[config.mk]
export PLATFORM = sky130hd
export DESIGN_NAME = multi_pulse_shortener
export DESIGN_NICKNAME = d
export VERILOG_FILES = /design/src/rtl/multi_pulse_shortener.sv
export SDC_FILE = /design/constraint.sdc
export NUM_CORES = 1
export LEC_CHECK = 0
export ABC_AREA = 1
export ABC_CLOCK_PERIOD_IN_PS = 15700
export CORE_MARGIN = 2
export CORE_UTILIZATION = 44
export CTS_CLUSTER_SIZE = 14
export DETAILED_ROUTE_END_ITERATION = 10
export GPL_TIMING_DRIVEN = 0
export PLACE_DENSITY = 0.68
export SLEW_MARGIN = 40
export SYNTH_ARGS = -nofsm -noshare
export SYNTH_HDL_FRONTEND = slang
export SYNTH_SLANG_ARGS = --single-unit
[constraint.sdc]
create_clock -name clk -period 15.7 [get_ports clk]
set_clock_uncertainty 0.05 [all_clocks]
set_input_delay 2.355 -clock clk [delete_from_list [all_inputs] [get_ports clk]]
set_output_delay 2.355 -clock clk [all_outputs]
set_load 0.05 [all_outputs]
[src/rtl/multi_pulse_shortener.sv]
// multi_pulse_shortener: per-channel debounce-and-shorten pulse generator.
// Every channel qualifies a level input over DEBOUNCE consecutive enabled high
// samples, then emits exactly one PULSE_LEN-cycle pulse. The channel re-arms
// only after it has seen the input low.
//
// Ports:
//   clk           - single clock, rising edge
//   rst_n         - asynchronous active-low reset
//   i_enable      - 1 = new inputs may qualify
//   i_is_valid    - per-channel level inputs
//   o_valid       - per-channel shortened pulse (registered)
//   o_held        - per-channel 1 while the channel is in FIRE or HOLD (registered)
//   o_any_valid   - OR of all o_valid bits (registered)
//   o_event_count - pulses issued across all channels since reset, wraps at 2^16
module multi_pulse_shortener #(
   parameter int unsigned CHANNELS  = 8,
   parameter int unsigned DEBOUNCE  = 2,
   parameter int unsigned PULSE_LEN = 1
) (
   input  logic                clk,
   input  logic                rst_n,
   input  logic                i_enable,
   input  logic [CHANNELS-1:0] i_is_valid,
   output logic [CHANNELS-1:0] o_valid,
   output logic [CHANNELS-1:0] o_held,
   output logic                o_any_valid,
   output logic [15:0]         o_event_count
);

   localparam int unsigned CNT_W = 8;
   localparam int unsigned EVT_W = 16;

   localparam logic [1:0] ST_IDLE = 2'd0;
   localparam logic [1:0] ST_QUAL = 2'd1;
   localparam logic [1:0] ST_FIRE = 2'd2;
   localparam logic [1:0] ST_HOLD = 2'd3;

   localparam logic [CNT_W-1:0] DEB_LAST = CNT_W'(DEBOUNCE);
   localparam logic [CNT_W-1:0] PUL_LAST = CNT_W'(PULSE_LEN);

   logic [1:0]       r_state [CHANNELS];
   logic [CNT_W-1:0] r_qcnt  [CHANNELS];
   logic [CNT_W-1:0] r_pcnt  [CHANNELS];
   logic [1:0]       w_state_nxt [CHANNELS];
   logic [CNT_W-1:0] w_qcnt_nxt  [CHANNELS];
   logic [CNT_W-1:0] w_pcnt_nxt  [CHANNELS];

   logic [CHANNELS-1:0] r_valid;
   logic [CHANNELS-1:0] r_held;
   logic                r_any_valid;
   logic [EVT_W-1:0]    r_event_count;
   logic [CHANNELS-1:0] w_valid_nxt;
   logic [CHANNELS-1:0] w_held_nxt;
   logic [EVT_W-1:0]    w_entries;
   logic [EVT_W-1:0]    w_event_count_nxt;

   // Next-state logic for every channel, plus the count of FIRE entries this edge
   always_comb begin
      w_entries   = '0;
      w_valid_nxt = '0;
      w_held_nxt  = '0;
      for (int i = 0; i < CHANNELS; i++) begin
         w_state_nxt[i] = r_state[i];
         w_qcnt_nxt[i]  = r_qcnt[i];
         w_pcnt_nxt[i]  = r_pcnt[i];
         case (r_state[i])
            ST_IDLE: begin
               if (i_is_valid[i] && i_enable) begin
                  if (DEB_LAST == CNT_W'(1)) begin
                     w_state_nxt[i] = ST_FIRE;
                     w_qcnt_nxt[i]  = '0;
                  end else begin
                     w_state_nxt[i] = ST_QUAL;
                     w_qcnt_nxt[i]  = CNT_W'(1);
                  end
               end
            end
            ST_QUAL: begin
               // Any low or disabled sample restarts qualification from zero
               if (i_is_valid[i] && i_enable) begin
                  if (r_qcnt[i] + CNT_W'(1) == DEB_LAST) begin
                     w_state_nxt[i] = ST_FIRE;
                     w_qcnt_nxt[i]  = '0;
                  end else begin
                     w_qcnt_nxt[i] = r_qcnt[i] + CNT_W'(1);
                  end
               end else begin
                  w_state_nxt[i] = ST_IDLE;
                  w_qcnt_nxt[i]  = '0;
               end
            end
            ST_FIRE: begin
               // The pulse always runs to full length; input only picks the exit state
               if (r_pcnt[i] + CNT_W'(1) == PUL_LAST) begin
                  w_pcnt_nxt[i]  = '0;
                  w_state_nxt[i] = i_is_valid[i] ? ST_HOLD : ST_IDLE;
               end else begin
                  w_pcnt_nxt[i] = r_pcnt[i] + CNT_W'(1);
               end
            end
            ST_HOLD: begin
               if (!i_is_valid[i]) begin
                  w_state_nxt[i] = ST_IDLE;
               end
            end
            default: begin
               w_state_nxt[i] = ST_IDLE;
               w_qcnt_nxt[i]  = '0;
               w_pcnt_nxt[i]  = '0;
            end
         endcase
         w_valid_nxt[i] = (w_state_nxt[i] == ST_FIRE);
         w_held_nxt[i]  = (w_state_nxt[i] == ST_FIRE) || (w_state_nxt[i] == ST_HOLD);
         if ((w_state_nxt[i] == ST_FIRE) && (r_state[i] != ST_FIRE)) begin
            w_entries = w_entries + EVT_W'(1);
         end
      end
      w_event_count_nxt = r_event_count + w_entries;
   end

   // State and output registers; outputs mirror the registered state exactly
   always_ff @(posedge clk or negedge rst_n) begin
      if (!rst_n) begin
         for (int i = 0; i < CHANNELS; i++) begin
            r_state[i] <= ST_IDLE;
            r_qcnt[i]  <= '0;
            r_pcnt[i]  <= '0;
         end
         r_valid       <= '0;
         r_held        <= '0;
         r_any_valid   <= 1'b0;
         r_event_count <= '0;
      end else begin
         for (int i = 0; i < CHANNELS; i++) begin
            r_state[i] <= w_state_nxt[i];
            r_qcnt[i]  <= w_qcnt_nxt[i];
            r_pcnt[i]  <= w_pcnt_nxt[i];
         end
         r_valid       <= w_valid_nxt;
         r_held        <= w_held_nxt;
         r_any_valid   <= |w_valid_nxt;
         r_event_count <= w_event_count_nxt;
      end
   end

   assign o_valid       = r_valid;
   assign o_held        = r_held;
   assign o_any_valid   = r_any_valid;
   assign o_event_count = r_event_count;

endmodule

==> results.sh, run 1 <==
export IMPL_run_status="complete, no violations"
export IMPL_hold_violations=0
export IMPL_numCtsBuffers=17
export IMPL_min_path_type="reg -> reg"
export IMPL_whs_ps=427
export IMPL_grt_overflow=0
export IMPL_drive_gt1_share_pct=7.84
export IMPL_power_total_mw=1.29
export IMPL_syn_area_mm2=0.0101
export IMPL_fillers=2148
export IMPL_cts_buffer_depth=2
export IMPL_fp_dieW_um=155
export IMPL_port_buffers=42
export IMPL_slew_headroom_pct=61.5
export IMPL_grtUsageTotal_pct=17.1
export IMPL_fin_crit_sh_pct=54.2
export IMPL_vdd_drop_max_mv=0.0602
export IMPL_ys_seq_area_share_pct=43.9
export IMPL_synth_edff_count=0
export IMPL_fin_util_pct=51.0
export IMPL_synth_cells=1248
export IMPL_wl_um=19600
export IMPL_vias_per_cell=4.96
export IMPL_die_area_mm2=0.0242
export IMPL_ctsHtreeMaxLevel=4
export IMPL_numClockSinks=177
export IMPL_syn_area_per_cell_um2=8.09
export IMPL_cts_resized=0
export IMPL_p_leak_nw=5.49
export IMPL_drt_pass1_iterations=5
export IMPL_areaGrowthSynthToFinish_pct=14.1
export IMPL_synth_common_cells="nand2_1 (274), inv_1 (186), dfrtp_1 (177)"
export IMPL_num_vias=7990
export IMPL_critical_path_class="in -> reg"
export IMPL_rsz0062_at_grt="no"
export IMPL_postSynth_asyncResetShare_pct=100
export IMPL_drc_errors=0
export IMPL_reg2reg_slack_ps=8890
export IMPL_yosysTopAreaCellShare_pct=43.9
export IMPL_slowest_stage="clkdlybuf4s50_1"
export IMPL_arrival_ps=8790
export IMPL_coreArea_mm2=0.0226
export IMPL_synth_ff_latch_count=177
export IMPL_final_max_slew_violation_count=0
export IMPL_clk_insertion_delay_late_ps=440
export IMPL_required_ps=15980
export IMPL_yosysMostFrequentCell="nand2_1"
export IMPL_drv_cap=0
export IMPL_fmax_ghz=0.117
export IMPL_hpwl_um=14300
export IMPL_netlist_top_cells_area="dfrtp_1 (44%), nand2_1 (10%), inv_1 (6.9%), ha_1 (5.7%), xor2_1 (5.6%)"
export IMPL_worst_slew_pin_transition_ps=575
export IMPL_drtAntennaViolNets=0
export IMPL_cp_max_fo=7
export IMPL_clk_pin_slew_ps=70
export IMPL_gp_congestion=0.808
export IMPL_initialDrtViolationCount=451
export IMPL_wl_per_cell_um=12.2
export IMPL_powerDensity_mw_per_mm2=112
export IMPL_cts_setup_buffers=0
export IMPL_grt_pass1_vias=7790
export IMPL_tns_ps=0
export IMPL_start_util_pct=44.7
export IMPL_grt_pass1_wl_um=34300
export IMPL_num_io_pins=44
export IMPL_synth_cell_types=44
export IMPL_finalSetupViolCount=0
export IMPL_antennaDiodeCount=0
export IMPL_cts_tree="done"
export IMPL_yosys_area_top_type="dfrtp_1"
export IMPL_cts_root_buf="clkbuf_16"
export IMPL_final_nets=1371
export IMPL_cp_start_kind="input pin"
export IMPL_slowest_delay_ps=510
export IMPL_rows=55
export IMPL_hold_buffers=0
export IMPL_antenna_found_initial=0
export IMPL_yosysWarnings=0
export IMPL_ys_flop_type="dfrtp_1"
export IMPL_cp_end_kind="flip-flop"
export IMPL_fp_dieH_um=155
export IMPL_grt_max_degree=71
export IMPL_fin_crit_ps=8510
[stage by stage]
stage               setup WS, ps  std cells  cell area, um2
global route                6430       1611           11500
floorplan                   7810       1250           10100
detailed placement          6720       1579           10900
global placement            4710       1577           10900
finish                      7190       1611           11500
CTS                         7170       1611           11500
[logic make-up (layout without fill, tap and decap cells)]
kind of cell,Yosys count,count (layout),share of synthesized area (%)
other cells,1,3,0.0371
fa+ha+maj,47,47,5.90
buf+inv,201,277,7.49
compound gates,151,151,8.49
xor+xnor,84,84,7.29
flops,177,177,43.9
simple gates,587,587,26.9
[cell usage in the layout, fill, tap and decap left out, drive strengths merged, types with 17 or more instances in the layout]
cell / Yosys / final
xnor2: 19 / 19
nor2: 116 / 116
nand3: 103 / 103
clkdlybuf4s50: 0 / 41
dfrtp: 177 / 177
nor3: 17 / 17
o21ai: 81 / 81
nand4: 34 / 34
o22ai: 29 / 29
ha: 46 / 46
a21oi: 25 / 25
inv: 195 / 202
clkbuf: 3 / 20
xor2: 65 / 65
nand2: 300 / 300
[per-layer routing]
| layer | wire [um] | global-route usage (%) | vias up |
|---|---|---|---|
| met1 | 9440 | 21.9 | 3732 |
| met2 | 9450 | 29.6 | 70 |
| li1 | - | - | 4167 |
| met3 | 470 | 2.92 | 21 |
| met4 | 265 | 5.33 | 0 |
| met5 | 0 | 0 | - |
[worst max-delay path: cells and delay by family]
kind / cells / cell delay (ps)
AO/OA/AOI/OAI: 6 / 850
adder cells (fa/ha/maj): 6 / 1640
AND/OR/NAND/NOR: 19 / 2930
buffers and inverters: 4 / 750
XOR/XNOR: 2 / 250
[state kept, by name (all words and copies together), names as in the netlist]
register       flops
o_event_count     16
o_valid            8
r_pcnt            64
r_state           16
o_held             8
r_qcnt            64
o_any_valid        1
[worst paths after layout]
| kind | to | depth (start not counted) | from |
|---|---|---|---|
| min in group asynchronous | r_pcnt[60] | 1 | rst_n |
| setup reg to reg | o_event_count[15] | 39 | r_qcnt[48] |
| hold reg to reg | o_event_count[15] | 1 | o_event_count[15] |
| max in group asynchronous | r_qcnt[12] | 3 | rst_n |
| hold / removal | o_event_count[15] | 1 | o_event_count[15] |
| setup / recovery | o_event_count[15] | 37 | i_is_valid[1] |
[area by class of cell]
class	count	area (um2)	area share, %
Sequential cell	177	4430	38.5
Timing Repair Buffer	44	480	4.17
Tap cell	285	357	3.10
Buffer	3	13.8	0.120
Clock inverter	15	149	1.29
Clock buffer	17	425	3.69
Multi-Input combinational cell	872	4920	42.7
Inverter	198	743	6.45
[where the power goes]
group | switching, mW | internal, mW | total, mW
Clock | 0.199 | 0.223 | 0.422
Sequential | 0.0382 | 0.497 | 0.536
Combinational | 0.225 | 0.110 | 0.335
Power figures use the tool's default switching activity.
==> run 2: changes to the inputs <==
--- a/config.mk
+++ b/config.mk
@@ -6,7 +6,7 @@
 export NUM_CORES = 1
 export LEC_CHECK = 0
 export ABC_AREA = 1
-export ABC_CLOCK_PERIOD_IN_PS = 15700
+export ABC_CLOCK_PERIOD_IN_PS = 8500
 export CORE_MARGIN = 2
 export CORE_UTILIZATION = 44
 export CTS_CLUSTER_SIZE = 14
==> constraint.sdc (replaced) <==
create_clock -name clk -period 8.5 [get_ports clk]
set_clock_uncertainty 0.05 [all_clocks]
set_input_delay 1.275 -clock clk [delete_from_list [all_inputs] [get_ports clk]]
set_output_delay 1.275 -clock clk [all_outputs]
set_load 0.05 [all_outputs]
==> results of run 2 <==
The final DEF is identical to that of run 1. Status: complete, no violations.
Among the figures that moved: setup slack after placement 6720 ps -> 597 ps; setup slack after layout 7190 ps -> 1070 ps; register-to-register setup slack 8890 ps -> 1690 ps; total power 1.29 mW -> 2.39 mW; worst IR drop on VDD 0.0602 mV -> 0.111 mV
==> run 3: changes to the inputs <==
--- a/config.mk
+++ b/config.mk
@@ -9,6 +9,7 @@
 export ABC_CLOCK_PERIOD_IN_PS = 8500
 export CORE_MARGIN = 2
 export CORE_UTILIZATION = 44
+export CTS_BUF_LIST = sky130_fd_sc_hd__clkbuf_16
 export CTS_CLUSTER_SIZE = 14
 export DETAILED_ROUTE_END_ITERATION = 10
 export GPL_TIMING_DRIVEN = 0
==> results of run 3 <==
The final DEF is identical to that of run 1. Status: complete, no violations.
Among the figures that moved: setup slack after placement 6720 ps -> 597 ps; setup slack after layout 7190 ps -> 1070 ps; register-to-register setup slack 8890 ps -> 1690 ps; total power 1.29 mW -> 2.39 mW; worst IR drop on VDD 0.0602 mV -> 0.111 mV
